--- config.mk ---
export PLATFORM = sky130hd
export DESIGN_NAME = fpu_issue_flat
export DESIGN_NICKNAME = d
export VERILOG_FILES = /design/src/rtl/fpu_pkg.sv /design/src/rtl/fpu_issue_if.sv /design/src/rtl/fpu_lat.sv /design/src/rtl/fpu_issue.sv /design/src/flat_wrapper.sv
export SDC_FILE = /design/constraint.sdc
export NUM_CORES = 1
export LEC_CHECK = 0
export ABC_AREA = 1
export CORE_MARGIN = 2
export CORE_UTILIZATION = 39
export CTS_CLUSTER_DIAMETER = 120
export DETAILED_ROUTE_END_ITERATION = 7
export GPL_TIMING_DRIVEN = 0
export PLACE_DENSITY = 0.79
export SLEW_MARGIN = 20
export SYNTH_ARGS = -nofsm -noshare
export SYNTH_HDL_FRONTEND = slang
export SYNTH_SLANG_ARGS = --single-unit
--- constraint.sdc ---
create_clock -name clk -period 6.44 [get_ports clk]
set_input_delay 1.288 -clock clk [delete_from_list [all_inputs] [get_ports clk]]
set_output_delay 1.288 -clock clk [all_outputs]
set_load 0.05 [all_outputs]
--- src/rtl/fpu_pkg.sv ---
// Shared FPU control encodings and issue-controller state type.
package fpu_pkg;

  localparam logic [3:0] FC_ADD  = 4'd0;
  localparam logic [3:0] FC_SUB  = 4'd1;
  localparam logic [3:0] FC_MUL  = 4'd2;
  localparam logic [3:0] FC_DIV  = 4'd3;
  localparam logic [3:0] FC_SQRT = 4'd4;
  localparam logic [3:0] FC_FTOI = 4'd5;
  localparam logic [3:0] FC_FEQ  = 4'd6;
  localparam logic [3:0] FC_FLT  = 4'd7;
  localparam logic [3:0] FC_FLE  = 4'd8;
  localparam logic [3:0] FC_ITOF = 4'd9;

  typedef enum logic [1:0] {
    ST_IDLE = 2'd0,
    ST_RUN  = 2'd1,
    ST_DONE = 2'd2
  } fpu_state_t;

  // Codes above FC_ITOF have no unit behind them; their result reads as zero.
  function automatic logic fc_valid(input logic [3:0] fc);
    return (fc <= FC_ITOF);
  endfunction

endpackage

--- src/rtl/fpu_issue_if.sv ---
// Decoder/unit-facing handshake and operand bundle of the FPU issue controller.
interface fpu_issue_if;
  logic        start;
  logic        flush;
  logic [3:0]  fpucontrol;
  logic        fpusrca;
  logic        mode;
  logic [31:0] fsrca;
  logic [31:0] fsrcb;
  logic [31:0] isrc;
  logic [31:0] unitres;
  logic [31:0] opx;
  logic [31:0] opy;
  logic [3:0]  ctl_q;
  logic        mode_q;
  logic [31:0] result;
  logic        done;
  logic        stall;

  modport master (
    output start, flush, fpucontrol, fpusrca, mode, fsrca, fsrcb, isrc, unitres,
    input  opx, opy, ctl_q, mode_q, result, done, stall
  );

  modport slave (
    input  start, flush, fpucontrol, fpusrca, mode, fsrca, fsrcb, isrc, unitres,
    output opx, opy, ctl_q, mode_q, result, done, stall
  );
endinterface

--- src/rtl/fpu_lat.sv ---
// Op-code to latency lookup; unassigned codes take a single cycle.
module fpu_lat
  import fpu_pkg::*;
#(
  parameter int LAT_ADD  = 2,
  parameter int LAT_MUL  = 2,
  parameter int LAT_DIV  = 8,
  parameter int LAT_SQRT = 8,
  parameter int LAT_CVT  = 1,
  parameter int LAT_CMP  = 1
) (
  input  logic [3:0] fpucontrol,
  output logic [3:0] lat
);

  // The 4-bit down-counter cannot represent latencies outside 1..15.
  if (LAT_ADD  < 1 || LAT_ADD  > 15) begin : g_bad_add  $error("LAT_ADD out of range");  end
  if (LAT_MUL  < 1 || LAT_MUL  > 15) begin : g_bad_mul  $error("LAT_MUL out of range");  end
  if (LAT_DIV  < 1 || LAT_DIV  > 15) begin : g_bad_div  $error("LAT_DIV out of range");  end
  if (LAT_SQRT < 1 || LAT_SQRT > 15) begin : g_bad_sqrt $error("LAT_SQRT out of range"); end
  if (LAT_CVT  < 1 || LAT_CVT  > 15) begin : g_bad_cvt  $error("LAT_CVT out of range");  end
  if (LAT_CMP  < 1 || LAT_CMP  > 15) begin : g_bad_cmp  $error("LAT_CMP out of range");  end

  // Latency per op class.
  always_comb begin
    lat = 4'd1;
    case (fpucontrol)
      FC_ADD, FC_SUB:          lat = 4'(LAT_ADD);
      FC_MUL:                  lat = 4'(LAT_MUL);
      FC_DIV:                  lat = 4'(LAT_DIV);
      FC_SQRT:                 lat = 4'(LAT_SQRT);
      FC_FTOI, FC_ITOF:        lat = 4'(LAT_CVT);
      FC_FEQ, FC_FLT, FC_FLE:  lat = 4'(LAT_CMP);
      default:                 lat = 4'd1;
    endcase
  end

endmodule

--- src/rtl/fpu_issue.sv ---
// FPU issue controller: holds operands for the op latency, stalls, then
// returns the captured unit result with a one-cycle done pulse.
module fpu_issue
  import fpu_pkg::*;
#(
  parameter int LAT_ADD  = 2,
  parameter int LAT_MUL  = 2,
  parameter int LAT_DIV  = 8,
  parameter int LAT_SQRT = 8,
  parameter int LAT_CVT  = 1,
  parameter int LAT_CMP  = 1
) (
  input logic        clk,
  input logic        reset,
  fpu_issue_if.slave bus
);

  fpu_state_t  state_q, state_d;
  logic [3:0]  cnt_q, cnt_d;
  logic [31:0] opx_q, opx_d;
  logic [31:0] opy_q, opy_d;
  logic [3:0]  ctl_q, ctl_d;
  logic        mode_q, mode_d;
  logic [31:0] result_q, result_d;
  logic        done_q, done_d;
  logic        stall;
  logic [3:0]  lat;

  fpu_lat #(
    .LAT_ADD (LAT_ADD),
    .LAT_MUL (LAT_MUL),
    .LAT_DIV (LAT_DIV),
    .LAT_SQRT(LAT_SQRT),
    .LAT_CVT (LAT_CVT),
    .LAT_CMP (LAT_CMP)
  ) u_lat (
    .fpucontrol(bus.fpucontrol),
    .lat       (lat)
  );

  // Next-state, operand capture and stall decode.
  always_comb begin
    state_d  = state_q;
    cnt_d    = cnt_q;
    opx_d    = opx_q;
    opy_d    = opy_q;
    ctl_d    = ctl_q;
    mode_d   = mode_q;
    result_d = result_q;
    done_d   = 1'b0;
    stall    = 1'b0;
    case (state_q)
      ST_IDLE: begin
        stall = bus.start;
        if (bus.start && !bus.flush) begin
          opx_d   = bus.fpusrca ? bus.isrc : bus.fsrca;
          opy_d   = bus.fsrcb;
          ctl_d   = bus.fpucontrol;
          mode_d  = bus.mode;
          cnt_d   = lat - 4'd1;
          state_d = ST_RUN;
        end
      end
      ST_RUN: begin
        stall = 1'b1;
        if (bus.flush) begin
          state_d = ST_IDLE;
        end else if (cnt_q == 4'd0) begin
          result_d = fc_valid(ctl_q) ? bus.unitres : 32'd0;
          done_d   = 1'b1;
          state_d  = ST_DONE;
        end else begin
          cnt_d = cnt_q - 4'd1;
        end
      end
      // start seen here belongs to the retiring instruction, so it is ignored.
      ST_DONE: state_d = ST_IDLE;
      default: state_d = ST_IDLE;
    endcase
  end

  // State and output registers.
  always_ff @(posedge clk or posedge reset) begin
    if (reset) begin
      state_q  <= ST_IDLE;
      cnt_q    <= 4'd0;
      opx_q    <= 32'd0;
      opy_q    <= 32'd0;
      ctl_q    <= 4'd0;
      mode_q   <= 1'b0;
      result_q <= 32'd0;
      done_q   <= 1'b0;
    end else begin
      state_q  <= state_d;
      cnt_q    <= cnt_d;
      opx_q    <= opx_d;
      opy_q    <= opy_d;
      ctl_q    <= ctl_d;
      mode_q   <= mode_d;
      result_q <= result_d;
      done_q   <= done_d;
    end
  end

  assign bus.opx    = opx_q;
  assign bus.opy    = opy_q;
  assign bus.ctl_q  = ctl_q;
  assign bus.mode_q = mode_q;
  assign bus.result = result_q;
  assign bus.done   = done_q;
  assign bus.stall  = stall;

endmodule

--- src/flat_wrapper.sv ---
// flat-port wrapper written by rule: the top's interface ports become plain ports
module fpu_issue_flat import fpu_pkg::*;
#(
  parameter int LAT_ADD  = 2,
  parameter int LAT_MUL  = 2,
  parameter int LAT_DIV  = 8,
  parameter int LAT_SQRT = 8,
  parameter int LAT_CVT  = 1,
  parameter int LAT_CMP  = 1
)
  (clk, reset, bus_start, bus_flush, bus_fpucontrol, bus_fpusrca, bus_mode, bus_fsrca, bus_fsrcb, bus_isrc, bus_unitres, bus_opx, bus_opy, bus_ctl_q, bus_mode_q, bus_result, bus_done, bus_stall);
  fpu_issue_if bus_i ();
  input logic clk;
  input logic reset;
  input wire logic [$bits(bus_i.start)-1:0] bus_start;
  input wire logic [$bits(bus_i.flush)-1:0] bus_flush;
  input wire logic [$bits(bus_i.fpucontrol)-1:0] bus_fpucontrol;
  input wire logic [$bits(bus_i.fpusrca)-1:0] bus_fpusrca;
  input wire logic [$bits(bus_i.mode)-1:0] bus_mode;
  input wire logic [$bits(bus_i.fsrca)-1:0] bus_fsrca;
  input wire logic [$bits(bus_i.fsrcb)-1:0] bus_fsrcb;
  input wire logic [$bits(bus_i.isrc)-1:0] bus_isrc;
  input wire logic [$bits(bus_i.unitres)-1:0] bus_unitres;
  output wire logic [$bits(bus_i.opx)-1:0] bus_opx;
  output wire logic [$bits(bus_i.opy)-1:0] bus_opy;
  output wire logic [$bits(bus_i.ctl_q)-1:0] bus_ctl_q;
  output wire logic [$bits(bus_i.mode_q)-1:0] bus_mode_q;
  output wire logic [$bits(bus_i.result)-1:0] bus_result;
  output wire logic [$bits(bus_i.done)-1:0] bus_done;
  output wire logic [$bits(bus_i.stall)-1:0] bus_stall;
  assign bus_i.start = bus_start;
  assign bus_i.flush = bus_flush;
  assign bus_i.fpucontrol = bus_fpucontrol;
  assign bus_i.fpusrca = bus_fpusrca;
  assign bus_i.mode = bus_mode;
  assign bus_i.fsrca = bus_fsrca;
  assign bus_i.fsrcb = bus_fsrcb;
  assign bus_i.isrc = bus_isrc;
  assign bus_i.unitres = bus_unitres;
  assign bus_opx = bus_i.opx;
  assign bus_opy = bus_i.opy;
  assign bus_ctl_q = bus_i.ctl_q;
  assign bus_mode_q = bus_i.mode_q;
  assign bus_result = bus_i.result;
  assign bus_done = bus_i.done;
  assign bus_stall = bus_i.stall;
  fpu_issue #(.LAT_ADD(LAT_ADD), .LAT_MUL(LAT_MUL), .LAT_DIV(LAT_DIV), .LAT_SQRT(LAT_SQRT), .LAT_CVT(LAT_CVT), .LAT_CMP(LAT_CMP)) u_core (.clk(clk), .reset(reset), .bus(bus_i));
endmodule
---- Word level (Yosys, flattened, before mapping) ----
Memories as Yosys holds them, arrays and structs flattened.
Cells that the tools add are included.
W data, S select, Z words.
word-level totals
  register bits ........................... 108
  bits in read-only memories .............. 48
  bits of input ports ..................... 138
  output and inout bits ................... 103
  word-level logic and storage cells ...... 41
  memories ................................ 1
memory list
  name             depth  width  read ports  clocked after Yosys merged registers in  wr ports  line           source
  (no name shown)  16     3      1           0                                        0         fpu_lat.sv:27  case (fpucontrol)
cells by class
  add/subtract/negate cells ............... 2
  order comparisons ....................... 1
  equal/unequal tests ..................... 5
  muxes and demuxes ....................... 14
  bitwise logic cells ..................... 1
  reduce and logical (&&, ||, !) cells .... 9
operators by type and width
  operator               count
  $mux W32               2
  $mux W4                3
  $pmux W4 S2            1
  $sub A4 B1 Y4 const B  2
  $mux W2                3
  $le A4 B4 Y1 const B   1
  $logic_not A4 Y1       1
  $ne A2 B2 Y1 const B   2
  $pmux W2 S2            1
  $reduce_and A2 Y1      2
  $reduce_and A4 Y1      1
  $mux W1                3
  $ne A3 B2 Y1 const B   1
  $reduce_and A3 Y1      1
  $eq A2 B1 Y1 const B   1
  $logic_not A2 Y1       1
  $ne A2 B1 Y1 const B   1
  $pmux W1 S2            1
  $reduce_bool A2 Y1     1
  $logic_and A1 B1 Y1    1
  $logic_not A1 Y1       1
  $not A1 Y1             1

---- Longest topological paths before layout ----
Gate-level depths: netlist of the first run.
  word-level depth ........................ 4
  gate-level depth with buffers ........... 8
  depth with buffers taken out ............ 8

---- By module ----
A second synthesis of the first run with hierarchy kept.
second synthesis, totals
  cells, all modules ...................... 564
  area total of the unflattened synthesis .. 4693.3 um^2
by module, submodules not included
  module     instances  cells an instance  area an instance (um^2)  sequential area each (um^2)
  fpu_issue  1          556                4654.5                   2702.6
  fpu_lat    1          8                  38.8                     0.0

---- Least setup slack after synthesis of the first run ----
OpenSTA, ideal clock, no wires.
  path type ............................... input to output
  from .................................... input port bus_start
  to ...................................... output port bus_stall
  arrival ................................. 2444 ps
  data required time ...................... 5152 ps
  slack ................................... 2708 ps
  cell stages on the path ................. 2
  path buffers ............................ 0
  cells stage by stage .................... inv_1 o21ai_0
on the way
  longest elaborated chain between the ends .. 1
ends and longest elaborated chain
  what         line                source
  from (decl)  flat_wrapper.sv:15  input wire logic [$bits(bus_i.start)-1:0] bus_start;
  $pmux W1 S2  fpu_issue.sv:52     case (state_q)
  to (decl)    flat_wrapper.sv:30  output wire logic [$bits(bus_i.stall)-1:0] bus_stall;
Every way passes these cells.

---- Worst setup path after layout of the first run ----
Same ends and word-level chain as after synthesis.

==> reports/metrics.csv, run 1 <==
stage,metric,value,unit
global_routing,largest net degree at the start of global routing,66,
worst_setup_path,Setup crit end kind,output port,
cts,CTS sink count,108,
sta,worst hold slack,468,ps
pwr,leakage power,3.58,nW
sta,worst setup margin,2310,ps
global_routing,antenna violations before repair,0,
die,Die X,113,um
cts,CTS-repair resized insts,0,
synthesis,most frequent cell after synthesis,nand2_1,
place,DP HPWL,10900,um
die,io pins,241,
synthesis,Unique masters post-synth,20,
sta,Final setup viols,0,
detailed_routing,Iter 0 DRT Violations,270,
detailed_routing,Vias/cell,4.76,
min_path,worst min path class,reg2reg,
final_layout,Post-layout nets,947,
global_routing,first-pass GRT wire length,22500,um
place,Final GP Congestion,0.896,
sta,Final Max Tran Viols,0,
worst_setup_path,Worst EP required,5150,ps
worst_setup_path,WP data arrival,2840,ps
synthesis,synth top area cells,"dfrtp_1, nand2_1, o21ai_0",
synthesis,Syn Inst Count,557,
die,die footprint,12800,um2
cts,hold buffers post-CTS,0,
sta,Setup TNS,0,ps
sta,RSZ-0062 raised after global routing,false,
die,# rows,39,
synthesis,synth cell count leaders,"nand2_1, dfrtp_1, inv_1, o21ai_0, nand3_1",
sta,Slew Limit Headroom,0.606,
cts,CTS buffer count,9,
synthesis,synth warn,0,
synthesis,Synth area leader,dfrtp_1,
sta,Final min period,4130,ps
run_status,failing checks,DRC,
cts,CTS tree,done,
sta,Fin. Hold Viols,0,
run_status,outcome,finished with violations,
pwr,final total power,3.67,mW
place,placed cell area,7240,um2
place,IO Port Bufs,239,
die,Die H,113,um
run,maxcap violations,0,
detailed_routing,WL/cell,14.4,um
global_routing,vias in the first global route,4701,
sta,Least-Margin Pin Slew,591,ps
cts,CTS root buf,clkbuf_16,
cts,"Clk pin slew, worst setup/hold paths",70,ps
synthesis,Post-synth EDFFs,0,
synthesis,Mapped Area,4640,um2
die,Initial Util,0.403,
cts,clk_lat worst skew,340,ps
worst_setup_path,crit-path max FO,3,
synthesis,area share of the largest cell type after synthesis,0.582,
detailed_routing,Antenna Nets Post-Route,0,
final_layout,layout cell share with drive strength beyond 1,0.0455,
worst_setup_path,critical setup path kind,in2out,
synthesis,sequential fraction of the synthesis area,0.582,
pwr,peak supply drop,0.265,mV
final_layout,Final Instance Area,7560,um2
detailed_routing,vias after detailed routing,4554,
cts,post-CTS setup buffers,0,
detailed_routing,drt pass-1 iters,8,
die,core footprint,11500,um2
synthesis,syn_nets,696,
global_routing,total global routing overflow,0,
cts,H-tree depth,3,
synthesis,Avg Inst Size Synth,8.34,um2
sta,max frequency,0.242,GHz
place,pre-CTS setup slack,2330,ps
final_layout,Layout area overhead,62.8,%
global_routing,gr usage total,0.219,
sta,Final Skew,6.87,ps
final_layout,Diodes inserted,0,
detailed_routing,# DRC,17,
pwr,pwr/cell area,486,nW/um2
synthesis,ys flop type,dfrtp_1,
sta,Tcrit/Tclk final,0.642,
synthesis,Synth Register Bits,108,
synthesis,async set-reset flop share out of synthesis,1.00,
worst_setup_path,Worst Setup Start Kind,input pin,
detailed_routing,Total Wirelength,13800,um
cts,clock buffer depth,2,
[power by group]
group | switching, mW | total, mW | internal (mW) | leakage [nW]
registers | 0.152 | 1.10 | 0.948 | 1.33
logic | 1.34 | 1.98 | 0.645 | 2.09
clock network | 0.238 | 0.589 | 0.351 | 0.153
total | 1.73 | 3.67 | 1.94 | 3.58
[routing by layer]
metal / vias up / part of all wire / GRT usage
li1: 2241 / - / -
met1: 2120 / 0.40 / 0.255
met2: 177 / 0.49 / 0.393
met3: 16 / 0.087 / 0.0589
met4: 0 / 0.014 / 0.0667
met5: - / 0 / 0
[sequential cells by signal (all words and copies together) (netlist names)]
signal             flops
u_core.cnt_q           4
u_core.bus.ctl_q       4
u_core.bus.result     32
u_core.bus.done        1
u_core.bus.mode_q      1
u_core.bus.opy        32
u_core.state_q         2
u_core.bus.opx        32
[cells by family (layout without fill, tap and decap cells)]
logic type	after synthesis	count (layout)	synth area share
flops	108	108	0.582
fa+ha+maj	1	1	0.00269
simple gates	232	232	0.202
buf+inv	108	364	0.0962
xor+xnor	1	1	0.00189
compound gates	107	107	0.115
[layout make-up]
cell class,instances,area (um2)
buffer,31,158
tap,143,179
inverter,77,294
clock inverter,4,72.6
clock buffer,12,246
fill,969,3960
multi-input combinational,341,1500
sequential,108,2700
timing repair buffer,240,2410
[through the flow]
step                       util  instances
final                     0.656        956
after global routing      0.656        956
after CTS                 0.656        956
after detailed placement  0.629        940
after global placement    0.627        939
after floorplan               -        557
[critical path: stages]
cell             delay [ps]
clkdlybuf4s50_1         460
inv_1                    80
o21ai_0                 160
clkdlybuf4s50_1         850
[final timing paths]
path                               startpoint                     to  slack [ps]  cells after the start
hold / removal             u_core.bus.opy[11]     u_core.bus.opy[11]         470                      2
hold reg to reg            u_core.bus.opy[11]     u_core.bus.opy[11]         470                      2
max in group asynchronous               reset        u_core.cnt_q[3]        4390                      3
setup reg to reg            u_core.state_q[1]     u_core.bus.opx[24]        4760                      8
min in group asynchronous               reset  u_core.bus.result[20]        1410                      2
setup / recovery                    bus_start              bus_stall        2310                      4
[placed cells by master, fill, tap and decap left out]
master / n
a21oi_1: 2
buf_1: 3
buf_12: 1
buf_2: 12
buf_4: 3
buf_6: 2
bufinv_16: 2
clkbuf_1: 13
clkbuf_16: 9
clkbuf_8: 1
clkdlybuf4s50_1: 239
clkinv_2: 1
clkinvlp_4: 1
dfrtp_1: 108
ha_1: 1
inv_1: 74
inv_2: 2
inv_6: 1
nand2_1: 188
nand3_1: 36
nand4_1: 1
nor2_1: 4
nor3_1: 1
nor3_2: 1
nor3_4: 1
o21ai_0: 71
o21ai_1: 34
xor2_1: 1
Power figures use the tool's default switching activity.
==> run 2, diff against run 1 <==
CORE_UTILIZATION = 36   (was 39)
PLACE_DENSITY = 0.77   (was 0.79)
clock period = 3.8 ns   (was 6.44 ns; I/O delays follow)
==> reports/metrics.csv, run 2 (same netlist as run 1, synthesis figures left out) <==
stage,metric,value,unit,change
sta,Slew Limit Headroom,0.592,,-0.0142
final_layout,layout cell share with drive strength beyond 1,0.0480,,+0.00246
sta,Final setup viols,0,,unchanged
cts,CTS root buf,clkbuf_16,,
cts,CTS-repair resized insts,0,,unchanged
run_status,outcome,"finished, final reports clean",,
sta,max frequency,0.328,GHz,
worst_setup_path,Worst Setup Start Kind,input pin,,
worst_setup_path,Setup crit end kind,output port,,
worst_setup_path,Worst EP required,3040,ps,-2110 ps
cts,CTS buffer count,9,,unchanged
final_layout,final core utilization,0.603,,-0.0533
global_routing,total global routing overflow,0,,unchanged
place,DP HPWL,10100,um,-7.2%
cts,H-tree depth,3,,unchanged
final_layout,Post-layout nets,947,,unchanged
worst_setup_path,CP Cell Sequence,clkdlybuf4s50_1 > inv_1 > o21ai_0 > clkdlybuf4s50_1,,
sta,RSZ-0062 raised after global routing,false,,
detailed_routing,Vias/cell,4.46,,-6.3%
final_layout,Diodes inserted,0,,unchanged
cts,CTS sink count,108,,unchanged
place,IO Port Bufs,239,,unchanged
sta,Least-Margin Pin Slew,612,ps,+21.3 ps
die,die footprint,13800,um2,+8.0%
sta,worst hold slack,468,ps,-0.578 ps
worst_setup_path,Reg2Reg Launch Point,u_core.state_q[1],,
die,io pins,241,,unchanged
die,Die H,118,um,+3.9%
worst_setup_path,Crit-path slowest cell,clkdlybuf4s50_1,,
detailed_routing,drt pass-1 iters,4,,-4
worst_setup_path,R2R Path End,u_core.bus.ctl_q[3],,
cts,hold buffers post-CTS,0,,unchanged
global_routing,antenna violations before repair,0,,unchanged
run,maxcap violations,0,,unchanged
detailed_routing,Iter 0 DRT Violations,268,,-0.74%
worst_setup_path,R2R Setup Slk,2040,ps,-2720 ps
cts,CTS tree,done,,
worst_setup_path,crit-path max FO,3,,unchanged
detailed_routing,Total Wirelength,13400,um,-2.9%
cts,post-CTS setup buffers,0,,unchanged
place,Final GP Congestion,0.818,,-8.7%
final_layout,filler instances,1164,,+20%
pwr,pwr/cell area,816,nW/um2,+68%
sta,Fin. Hold Viols,0,,unchanged
pwr,peak supply drop,0.390,mV,+47%
die,# rows,41,,+5.1%
detailed_routing,# DRC,0,,-17
final_layout,"commonest cells after routing, fill and taps aside","clkdlybuf4s50_1, nand2_1, dfrtp_1, inv_1, o21ai_0",,
pwr,leakage power,3.58,nW,about the same
sta,Tcrit/Tclk final,0.801,,
min_path,worst min path class,reg2reg,,
min_path,Hold Startpoint,u_core.bus.opy[31],,
sta,Final Max Tran Viols,0,,unchanged
sta,Final min period,3040,ps,
worst_setup_path,FF-to-FF path depth,6,,-2
detailed_routing,vias after detailed routing,4397,,-3.4%
worst_setup_path,WP data arrival,2280,ps,-560 ps
worst_setup_path,most frequent CP cell,clkdlybuf4s50_1,,
global_routing,gr usage total,0.201,,-0.0178
global_routing,vias in the first global route,4552,,-3.2%
cts,clock buffer depth,2,,unchanged
cts,clk_lat worst skew,350,ps,about the same
final_layout,"commonest non-fill, non-tap cell in the layout",clkdlybuf4s50_1,,
die,Initial Util,0.368,,-0.0353
min_path,Worst Hold End,u_core.bus.opy[31],,
worst_setup_path,critical setup path kind,in2out,,
detailed_routing,WL/cell,13.6,um,-5.8%
final_layout,Layout area overhead,63.9,%,
global_routing,largest net degree at the start of global routing,60,,-9.1%
sta,Final Skew,8.29,ps,+1.42 ps
min_path,hold depth,2,,unchanged
die,Die X,118,um,+3.9%
worst_setup_path,CP peak stage delay,850,ps,about the same
die,core footprint,12600,um2,+9.6%
detailed_routing,Antenna Nets Post-Route,0,,unchanged
cts,"Clk pin slew, worst setup/hold paths",70,ps,about the same
global_routing,first-pass GRT wire length,22400,um,-0.43%
[run 2: worst max-delay path by stage]
stage | start | to | slack, ps | cells past startpoint
final | bus_start | bus_stall | 760 | 4
after global routing | bus_start | bus_stall | 670 | 4
after CTS | bus_start | bus_stall | 750 | 4
after detailed placement | bus_start | bus_stall | 740 | 4
after global placement | reset | u_core.bus.opy[7] | -1490 | 2
after floorplan | reset | u_core.bus.ctl_q[0] | 190 | 1
[run 2: report_power, final]
group          internal, mW  switching, mW
logic                  1.09           2.26
clock network         0.594          0.418
registers              1.61          0.240
[run 2: area by class of cell]
class	instances	area, um2	share of cell area
Sequential cell	108	2700	0.355
Multi-Input combinational cell	341	1500	0.196
Timing Repair Buffer	240	2420	0.318
Inverter	77	294	0.0386
Clock inverter	6	87.6	0.0115
Tap cell	172	215	0.0283
Buffer	31	158	0.0207
Clock buffer	10	239	0.0314
[run 2: per-stage QoR]
stage	TNS (ps)	setup WS, ps	power, mW	std cells	area (um2)
finish	0	756	6.21	985	7610
global placement	-160070	-1490	5.19	968	7250
CTS	0	749	6.27	985	7610
global route	0	668	6.54	985	7610
detailed placement	0	741	5.23	969	7280
floorplan	0	194	3.97	557	4640
[run 2: metal layers]
| layer | GRT usage | wire length (um) | up-vias |
|---|---|---|---|
| met5 | 0 | 0 | - |
| met4 | 0.0828 | 337 | 0 |
| met3 | 0.0523 | 1010 | 22 |
| met2 | 0.335 | 6420 | 161 |
| met1 | 0.248 | 5590 | 1978 |
| li1 | - | - | 2236 |
[run 2: critical path, delay by kind of cell]
family,cells,cell delay [ps]
buffers and inverters,3,1380
AO/OA/AOI/OAI,1,150
==> run 3, diff against run 2 <==
clock period = 2.5 ns   (was 3.8 ns; I/O delays follow)
==> reports/metrics.csv, run 3 (same netlist as run 1, synthesis figures left out) <==
stage,metric,value,unit,change
detailed_routing,# DRC,0,,unchanged
cts,CTS tree,done,,
sta,RSZ-0062 raised after global routing,false,,
sta,Slew Limit Headroom,0.630,,+0.0384
pwr,pwr/cell area,1230,nW/um2,+51%
worst_setup_path,Worst path top cell family by delay,buffers and inverters,,
detailed_routing,drt pass-1 iters,4,,unchanged
final_layout,"commonest cells after routing, fill and taps aside","clkdlybuf4s50_1, nand2_1, dfrtp_1, inv_1, o21ai_0",,
final_layout,Final Instance Area,7630,um2,+0.23%
sta,max frequency,0.445,GHz,
worst_setup_path,WP data arrival,1750,ps,-530 ps
detailed_routing,Total Wirelength,13100,um,-1.6%
cts,CTS root buf,clkbuf_16,,
final_layout,Layout area overhead,64.3,%,
place,DP HPWL,10100,um,+0.31%
die,Die H,118,um,unchanged
cts,hold buffers post-CTS,0,,unchanged
die,io pins,241,,unchanged
global_routing,vias in the first global route,4473,,-1.7%
final_layout,Diodes inserted,0,,unchanged
cts,H-tree depth,3,,unchanged
global_routing,first-pass GRT wire length,21800,um,-2.4%
worst_setup_path,CP Cell Sequence,clkdlybuf4s50_1 > inv_1 > o21ai_0 > dlygate4sd2_1,,
sta,Final Max Tran Viols,0,,unchanged
worst_setup_path,Worst Setup Start Kind,input pin,,
worst_setup_path,CP peak stage delay,570,ps,-280 ps
worst_setup_path,crit-path max FO,3,,unchanged
run_status,outcome,"finished, final reports clean",,
final_layout,layout cell share with drive strength beyond 1,0.0491,,+0.00111
die,Initial Util,0.368,,unchanged
worst_setup_path,Crit-path slowest cell,dlygate4sd2_1,,
global_routing,total global routing overflow,0,,unchanged
sta,Setup TNS,0,ps,unchanged
pwr,final total power,9.38,mW,+51%
cts,CTS-repair resized insts,1,,+1
global_routing,antenna violations before repair,0,,unchanged
die,Die X,118,um,unchanged
worst_setup_path,Worst EP required,2000,ps,-1040 ps
cts,clock buffer depth,2,,unchanged
detailed_routing,WL/cell,13.3,um,-1.8%
worst_setup_path,Setup crit end kind,output port,,
sta,Final Skew,5.97,ps,-2.31 ps
place,IO Port Bufs,239,,unchanged
cts,"Clk pin slew, worst setup/hold paths",70,ps,about the same
cts,clk_lat worst skew,330,ps,-20 ps
cts,CTS sink count,108,,unchanged
detailed_routing,Antenna Nets Post-Route,0,,unchanged
sta,Least-Margin Pin Slew,553,ps,-59.3 ps
die,# rows,41,,unchanged
min_path,worst min path class,reg2reg,,
sta,worst hold slack,470,ps,+1.99 ps
global_routing,gr usage total,0.194,,-0.00682
sta,Final setup viols,0,,unchanged
cts,CTS buffer count,9,,unchanged
sta,Final min period,2250,ps,
global_routing,largest net degree at the start of global routing,36,,-40%
final_layout,"commonest non-fill, non-tap cell in the layout",clkdlybuf4s50_1,,
place,Final GP Congestion,0.793,,-3.1%
die,die footprint,13800,um2,unchanged
detailed_routing,Iter 0 DRT Violations,253,,-5.6%
die,core footprint,12600,um2,unchanged
detailed_routing,vias after detailed routing,4429,,+0.73%
final_layout,filler instances,1150,,-1.2%
sta,Fin. Hold Viols,0,,unchanged
sta,Tcrit/Tclk final,0.899,,
place,placed cell area,7320,um2,+0.43%
pwr,peak supply drop,0.589,mV,+51%
run,maxcap violations,0,,unchanged
final_layout,Post-layout nets,949,,+0.21%
pwr,leakage power,3.59,nW,+0.47%
worst_setup_path,critical setup path kind,in2out,,
worst_setup_path,worst path bufs/invs,3,,unchanged
detailed_routing,Vias/cell,4.49,,+0.52%
cts,post-CTS setup buffers,0,,unchanged
[run 3: changes by cell type in the layout (fill, tap and decap cells not counted)]
cell and change:
clkdlybuf4s50_1 -1, bufinv_16 -1, buf_16 -1, inv_6 -1, clkbuf_1 +1, clkinv_4 +1
dlygate4sd2_1 +1, clkbuf_8 +2, buf_12 +3, clkinvlp_4 -2
[run 3: final cells by class]
type | instances | area (um2) | area share
sequential | 108 | 2700 | 0.354
timing repair buffer | 242 | 2450 | 0.321
multi-input combinational | 341 | 1500 | 0.196
inverter | 77 | 293 | 0.0384
clock buffer | 13 | 270 | 0.0354
tap | 172 | 215 | 0.0282
buffer | 31 | 158 | 0.0207
clock inverter | 3 | 43.8 | 0.00574
[run 3: tightest hold or removal path: cells and delay by family (launching register included)]
kind | cells | cell delay (ps)
flip-flops | 1 | 340
AND/OR/NAND/NOR | 2 | 100
[run 3: worst paths after layout]
kind,startpoint,end,slack (ps),cells after the start
worst max-delay path,bus_start,bus_stall,250,4
worst min-delay path,u_core.bus.opy[11],u_core.bus.opy[11],470,2
worst max register to register,u_core.state_q[1],u_core.bus.opx[30],790,8
worst min register to register,u_core.bus.opy[11],u_core.bus.opy[11],470,2
max in group asynchronous,reset,u_core.bus.opy[30],1560,3
min in group asynchronous,reset,u_core.bus.opx[7],480,2
[run 3: power by group]
part,internal (mW),switching [mW]
registers,2.44,0.370
logic,1.67,3.44
clock network,0.860,0.604
[run 3: per-stage QoR]
stage	worst slack (ps)	utilization	instances
finish	253	0.605	987
global route	200	0.605	987
CTS	244	0.605	987
detailed placement	-45.4	0.580	971
global placement	-393	0.575	968
floorplan	344	-	557
[run 3: metal layers]
metal,GRT usage,wire length (um),vias up
li1,-,-,2231
met1,0.252,5820,2022
met2,0.323,6320,156
met3,0.0378,758,20
met4,0.0700,242,0
met5,0,0,-
